`src/rtl/sc_updown_speedcounter.sv`:
```
// ---------------------------------------------------------------------------
// sc_updown_speedcounter
//
// A general-purpose counter whose counting speed is set by a built-in
// prescaler. It counts up or down between zero and a programmable limit. At
// each bound it either wraps or saturates. It also supports a synchronous
// load and a synchronous clear. It sits between the pushbutton/debounce logic
// and the display/control datapath.
//
// Parameters:
//   DATAWIDTH      width of the count register, the limit and the load data
//   PRESCALEWIDTH  width of the prescaler counter and the prescale compare
//
// Ports:
//   SC_upSPEEDCOUNTER_CLOCK_50      system clock, rising edge
//   SC_upSPEEDCOUNTER_RESET_InHigh  asynchronous, active-high reset
//   clear_InHigh      synchronous clear of the count and the prescaler
//   load_InLow        synchronous load strobe, active low
//   load_data_InBUS   value loaded (clamped to the limit)
//   upcount_InLow     count-up request, active low
//   downcount_InLow   count-down request, active low
//   saturate_InHigh   1 = saturate at the bounds, 0 = wrap
//   limit_InBUS       highest count value (modulus - 1)
//   prescale_InBUS    tick period minus one
//   data_OutBUS       current count
//   tick_Out          registered one-cycle pulse per prescaler tick
//   tc_Out            registered one-cycle terminal-count pulse
//   at_zero_Out       count == 0
//   at_limit_Out      count >= limit
// ---------------------------------------------------------------------------
module sc_updown_speedcounter #(
    parameter int DATAWIDTH     = 8,
    parameter int PRESCALEWIDTH = 16
) (
    input  logic                     SC_upSPEEDCOUNTER_CLOCK_50,
    input  logic                     SC_upSPEEDCOUNTER_RESET_InHigh,
    input  logic                     clear_InHigh,
    input  logic                     load_InLow,
    input  logic [DATAWIDTH-1:0]     load_data_InBUS,
    input  logic                     upcount_InLow,
    input  logic                     downcount_InLow,
    input  logic                     saturate_InHigh,
    input  logic [DATAWIDTH-1:0]     limit_InBUS,
    input  logic [PRESCALEWIDTH-1:0] prescale_InBUS,
    output logic [DATAWIDTH-1:0]     data_OutBUS,
    output logic                     tick_Out,
    output logic                     tc_Out,
    output logic                     at_zero_Out,
    output logic                     at_limit_Out
);

    localparam logic [DATAWIDTH-1:0]     DATA_ONE  = DATAWIDTH'(1);
    localparam logic [PRESCALEWIDTH-1:0] PRESC_ONE = PRESCALEWIDTH'(1);

    logic [DATAWIDTH-1:0]     count_q, count_d;
    logic [PRESCALEWIDTH-1:0] presc_q, presc_d;
    logic                     tick_q, tick_d;
    logic                     tc_q, tc_d;

    logic                     tick_int;
    logic                     step_up;
    logic                     step_down;

    // Next-state logic. Within one edge, clear has priority over load, and
    // load has priority over counting. The prescaler uses '>=' rather than
    // '=='. This way, if prescale is lowered below the current prescaler
    // value at runtime, the prescaler rolls over at once instead of running
    // all the way around its full range.
    always_comb begin
        tick_int  = (presc_q >= prescale_InBUS);
        step_up   = !upcount_InLow && downcount_InLow;
        step_down = !downcount_InLow && upcount_InLow;

        presc_d = tick_int ? '0 : presc_q + PRESC_ONE;
        count_d = count_q;
        tick_d  = tick_int;
        tc_d    = 1'b0;

        if (clear_InHigh) begin
            count_d = '0;
            presc_d = '0;
            tick_d  = 1'b0;
        end else if (!load_InLow) begin
            count_d = (load_data_InBUS > limit_InBUS) ? limit_InBUS : load_data_InBUS;
        end else if (tick_int) begin
            if (step_up) begin
                if (count_q >= limit_InBUS) begin
                    count_d = saturate_InHigh ? limit_InBUS : '0;
                    tc_d    = 1'b1;
                end else begin
                    count_d = count_q + DATA_ONE;
                end
            end else if (step_down) begin
                if (count_q == '0) begin
                    count_d = saturate_InHigh ? '0 : limit_InBUS;
                    tc_d    = 1'b1;
                end else if (count_q > limit_InBUS) begin
                    // The limit was lowered under the count at runtime.
                    // Pull the count back inside the range without
                    // signalling a terminal count.
                    count_d = limit_InBUS;
                end else begin
                    count_d = count_q - DATA_ONE;
                end
            end
        end
    end

    // State registers. Reset is asynchronous, so asserting it forces the
    // outputs to zero immediately, without waiting for a clock edge.
    always_ff @(posedge SC_upSPEEDCOUNTER_CLOCK_50 or posedge SC_upSPEEDCOUNTER_RESET_InHigh) begin
        if (SC_upSPEEDCOUNTER_RESET_InHigh) begin
            count_q <= '0;
            presc_q <= '0;
            tick_q  <= 1'b0;
            tc_q    <= 1'b0;
        end else begin
            count_q <= count_d;
            presc_q <= presc_d;
            tick_q  <= tick_d;
            tc_q    <= tc_d;
        end
    end

    assign data_OutBUS  = count_q;
    assign tick_Out     = tick_q;
    assign tc_Out       = tc_q;
    assign at_zero_Out  = (count_q == '0);
    assign at_limit_Out = (count_q >= limit_InBUS);

endmodule

```
`config.mk`:
```
export PLATFORM = sky130hd
export DESIGN_NAME = sc_updown_speedcounter
export DESIGN_NICKNAME = d
export VERILOG_FILES = /design/src/rtl/sc_updown_speedcounter.sv
export SDC_FILE = /design/constraint.sdc
export NUM_CORES = 1
export LEC_CHECK = 0
export CORE_MARGIN = 2
export CORE_UTILIZATION = 54
export DETAILED_ROUTE_END_ITERATION = 16
export GPL_TIMING_DRIVEN = 0
export PLACE_DENSITY_LB_ADDON = 0.25
export SLEW_MARGIN = 5
export SYNTH_ARGS = -nofsm -noshare
export SYNTH_HDL_FRONTEND = slang
export SYNTH_SLANG_ARGS = --single-unit
```
`constraint.sdc`:
```
create_clock -name SC_upSPEEDCOUNTER_CLOCK_50 -period 2.7 [get_ports SC_upSPEEDCOUNTER_CLOCK_50]
set_clock_uncertainty 0.2 [all_clocks]
set_input_delay 0.54 -clock SC_upSPEEDCOUNTER_CLOCK_50 [delete_from_list [all_inputs] [get_ports SC_upSPEEDCOUNTER_CLOCK_50]]
set_output_delay 0.54 -clock SC_upSPEEDCOUNTER_CLOCK_50 [all_outputs]
set_load 0.05 [all_outputs]
```
==> reports/summary.txt <==
Number of synthesized flops with an enable pin = 0
Core area = 5042 µm²
FF+latch count, synth = 26
CTS clk-pin slew, worst paths = 0.09 ns
CTS tree = built
Status = finished with violations
WL/cell = 18.63 µm
Post-Synth XOR/XNOR Area = 7.886%
Peak supply drop = 0.2426 mV
Clk_lat worst skew = 0.28 ns
Cell count after synthesis = 328
TritonCTS Buffers = 3
IO Count = 51
Crit path DAT = 2.72 ns
Via count of the first global-routing pass = 2919
Post-synthesis compound-gate area fraction = 22.58%
Fin. max-slew vios = 0
Final setup vio count = 14
Die W = 75.71 µm
PD cells = 340.7 nW/µm²
Ys async rst share = 100.0%
Via density per instance = 6.305
Setup crit start kind = input port
CTS Sinks = 26
Slew Limit Headroom = 29.52%
Iter 0 DRT Violations = 372
Vias = 3001
Max Buffers Root-to-Sink = 2
First-pass DRT Iterations = 5
Synth area leader = dfrtp_1
Max Fclk = 0.3636 GHz
Filler Cell Count = 338
Critical path, cell by cell = clkdlybuf4s50_1 -> inv_2 -> ha_4 -> nand4_1 -> or4_4 -> nand3_4 -> or2_1 -> buf_6 -> buf_8 -> nor2_4
Fin crit share = 101.9%
Initial antenna violation count = 0
CP Data Required Time = 2.67 ns
Area Growth Syn to Fin = 44.89%
Total Routing Usage GR = 30.52%
Worst hold slack = 0.3283 ns
Area of the multi-input gates = 2302 µm²
# diodes = 0
Initial Util = 55.06%
Worst Path Max Fanout = 8
Routability congestion estimate = 0.9296
Commonest cells post-synth = 38 x ha_1, 38 x inv_1, 26 x dfrtp_1, 26 x nor2_1, 22 x nand3_1
Worst-Margin Slew = 1.056 ns
Synth cell types = 56
RSZ-0062 raised after global routing = yes
Grt total ovfl = 0
Critical path's slowest cell = or4_4
Synthesized net count = 405
Die height = 75.71 µm
First-pass GRT wire length = 13250 µm
Adder-cell share of the synthesized area = 17.12%
Leakage = 0.001836 µW
FF+latch area = 656.9 µm²
Fin crit period = 2.750 ns
Largest net degree at the start of global routing = 27
Layout net count = 484
Post-Route WL = 8869 µm
Setup slack after layout = -0.04996 ns
R2r setup slk = 0.08 ns
Max-cap violations = 0
Final Hold Fails = 0
YS warnings = 0
Post-Synth Simple-Gate Area = 20.96%
ANT nets after route = 0
Worst stage delay on the critical path = 0.63 ns
Share of layout cells above drive strength 1 = 30.79%
Hold Crit Class = reg2reg
H-Tree Depth = 1
Mean Syn Cell Area = 8.465 µm²
Share of the synthesized area in the top cell type = 23.43%
Top cells by area, synth = dfrtp_1 23%, ha_1 17%, inv_1 5.1%
Failing checks = setup timing
Worst Setup End Kind = flip-flop
Largest family of logic cells by synthesized area = compound AO/OA/AOI/OAI gates
# port buffers = 49
Floorplan row count = 26
WS Path Type = in2reg
Placed wire-length estimate = 5805 µm
Ys flop type = dfrtp_1
CTS Root Buffer Type = clkbuf_8
Drt drc = 0
Post-Synthesis Cell Area = 2776 µm²
Post-synthesis mux area share = 0%
Util after Layout = 79.78%
Die ar. = 5731 µm²
Sequential area share after synthesis = 23.43%
==> area by class of cell <==
| class | count | area share [%] |
|---|---|---|
| Sequential cell | 26 | 16.33 |
| Buffer | 10 | 2.022 |
| Timing Repair Buffer | 76 | 17.45 |
| Tap cell | 70 | 2.177 |
| Multi-Input combinational cell | 252 | 57.23 |
| Inverter | 38 | 3.670 |
| Clock buffer | 4 | 1.120 |
==> worst paths after layout <==
path / cells after the start / endpoint / from
worst max register to register: 10 / presc_q[11] / presc_q[0]
worst min register to register: 1 / presc_q[0] / presc_q[0]
min in group asynchronous: 2 / presc_q[15] / SC_upSPEEDCOUNTER_RESET_InHigh
worst min-delay path: 1 / presc_q[0] / presc_q[0]
worst max-delay path: 10 / presc_q[8] / prescale_InBUS[6]
max in group asynchronous: 2 / data_OutBUS[6] / SC_upSPEEDCOUNTER_RESET_InHigh
==> routing by layer <==
layer	vias up	GRT usage (%)	routed length, µm
met4	0	14.04	542
li1	1366	-	-
met3	58	3.704	580
met5	-	0	0
met1	1392	34.77	3272
met2	185	56.52	4474
==> what timing repair did <==
action / CTS / global route
setup endpoints to repair: 26 / 25
gates resized for setup: 72 / 69
hold buffers: 0 / 0
pin swaps: 18 / 25
cloned: 1 / 0
setup buffers: 14 / 12
==> placed cells by master (no fill, tap or decap), types with 5 or more instances in the layout <==
cell type / count
clkdlybuf4s50_1: 27
buf_4: 25
inv_1: 23
ha_1: 22
nand3_1: 21
dfrtp_1: 21
xor2_1: 15
ha_4: 15
nor2_1: 14
inv_2: 13
nand2_1: 13
nor3_1: 13
a21oi_1: 12
xnor2_1: 10
dlymetal6s2s_1: 10
nor2_2: 7
nand4_1: 6
a221oi_1: 6
buf_6: 5
clkbuf_2: 5
nor2_4: 5
dfrtp_2: 5
==> logic make-up (layout without fill, tap and decap cells) <==
family,Yosys count,after routing
xor+xnor,25,25
flops,26,26
fa+ha+maj,38,38
simple gates,108,108
buf+inv,50,128
compound gates,81,81
==> power by group <==
group	switching, µW	internal (µW)	total (µW)
logic	392	310	703
registers	29.9	406	436
clock network	127	106	232
==> stage by stage <==
stage | setup TNS, ns | std cells | worst slack [ns] | instance area [µm²] | power [µW]
global placement | -13.23 | 447 | -1.127 | 3362 | 1000
detailed placement | -14.42 | 447 | -1.160 | 3362 | 1015
finish | -0.4733 | 476 | -0.04996 | 4023 | 1371
floorplan | 0 | 328 | 0.01765 | 2784 | 826.2
global route | -1.008 | 476 | -0.09456 | 4023 | 1440
CTS | -0.01922 | 464 | -0.01922 | 3704 | 1313
==> flip-flops by register name, indices dropped and copies added, names as in the netlist <==
| name | flops |
|---|---|
| data_OutBUS | 8 |
| presc_q | 16 |
| tc_Out | 1 |
| tick_Out | 1 |
==> worst max-delay path: cells and delay by family <==
family        cells  cell delay (ns)
fa+ha+maj         1             0.26
buf+inv           4             0.82
simple gates      5             1.09
No activity file was read; power rests on OpenSTA's default activity.
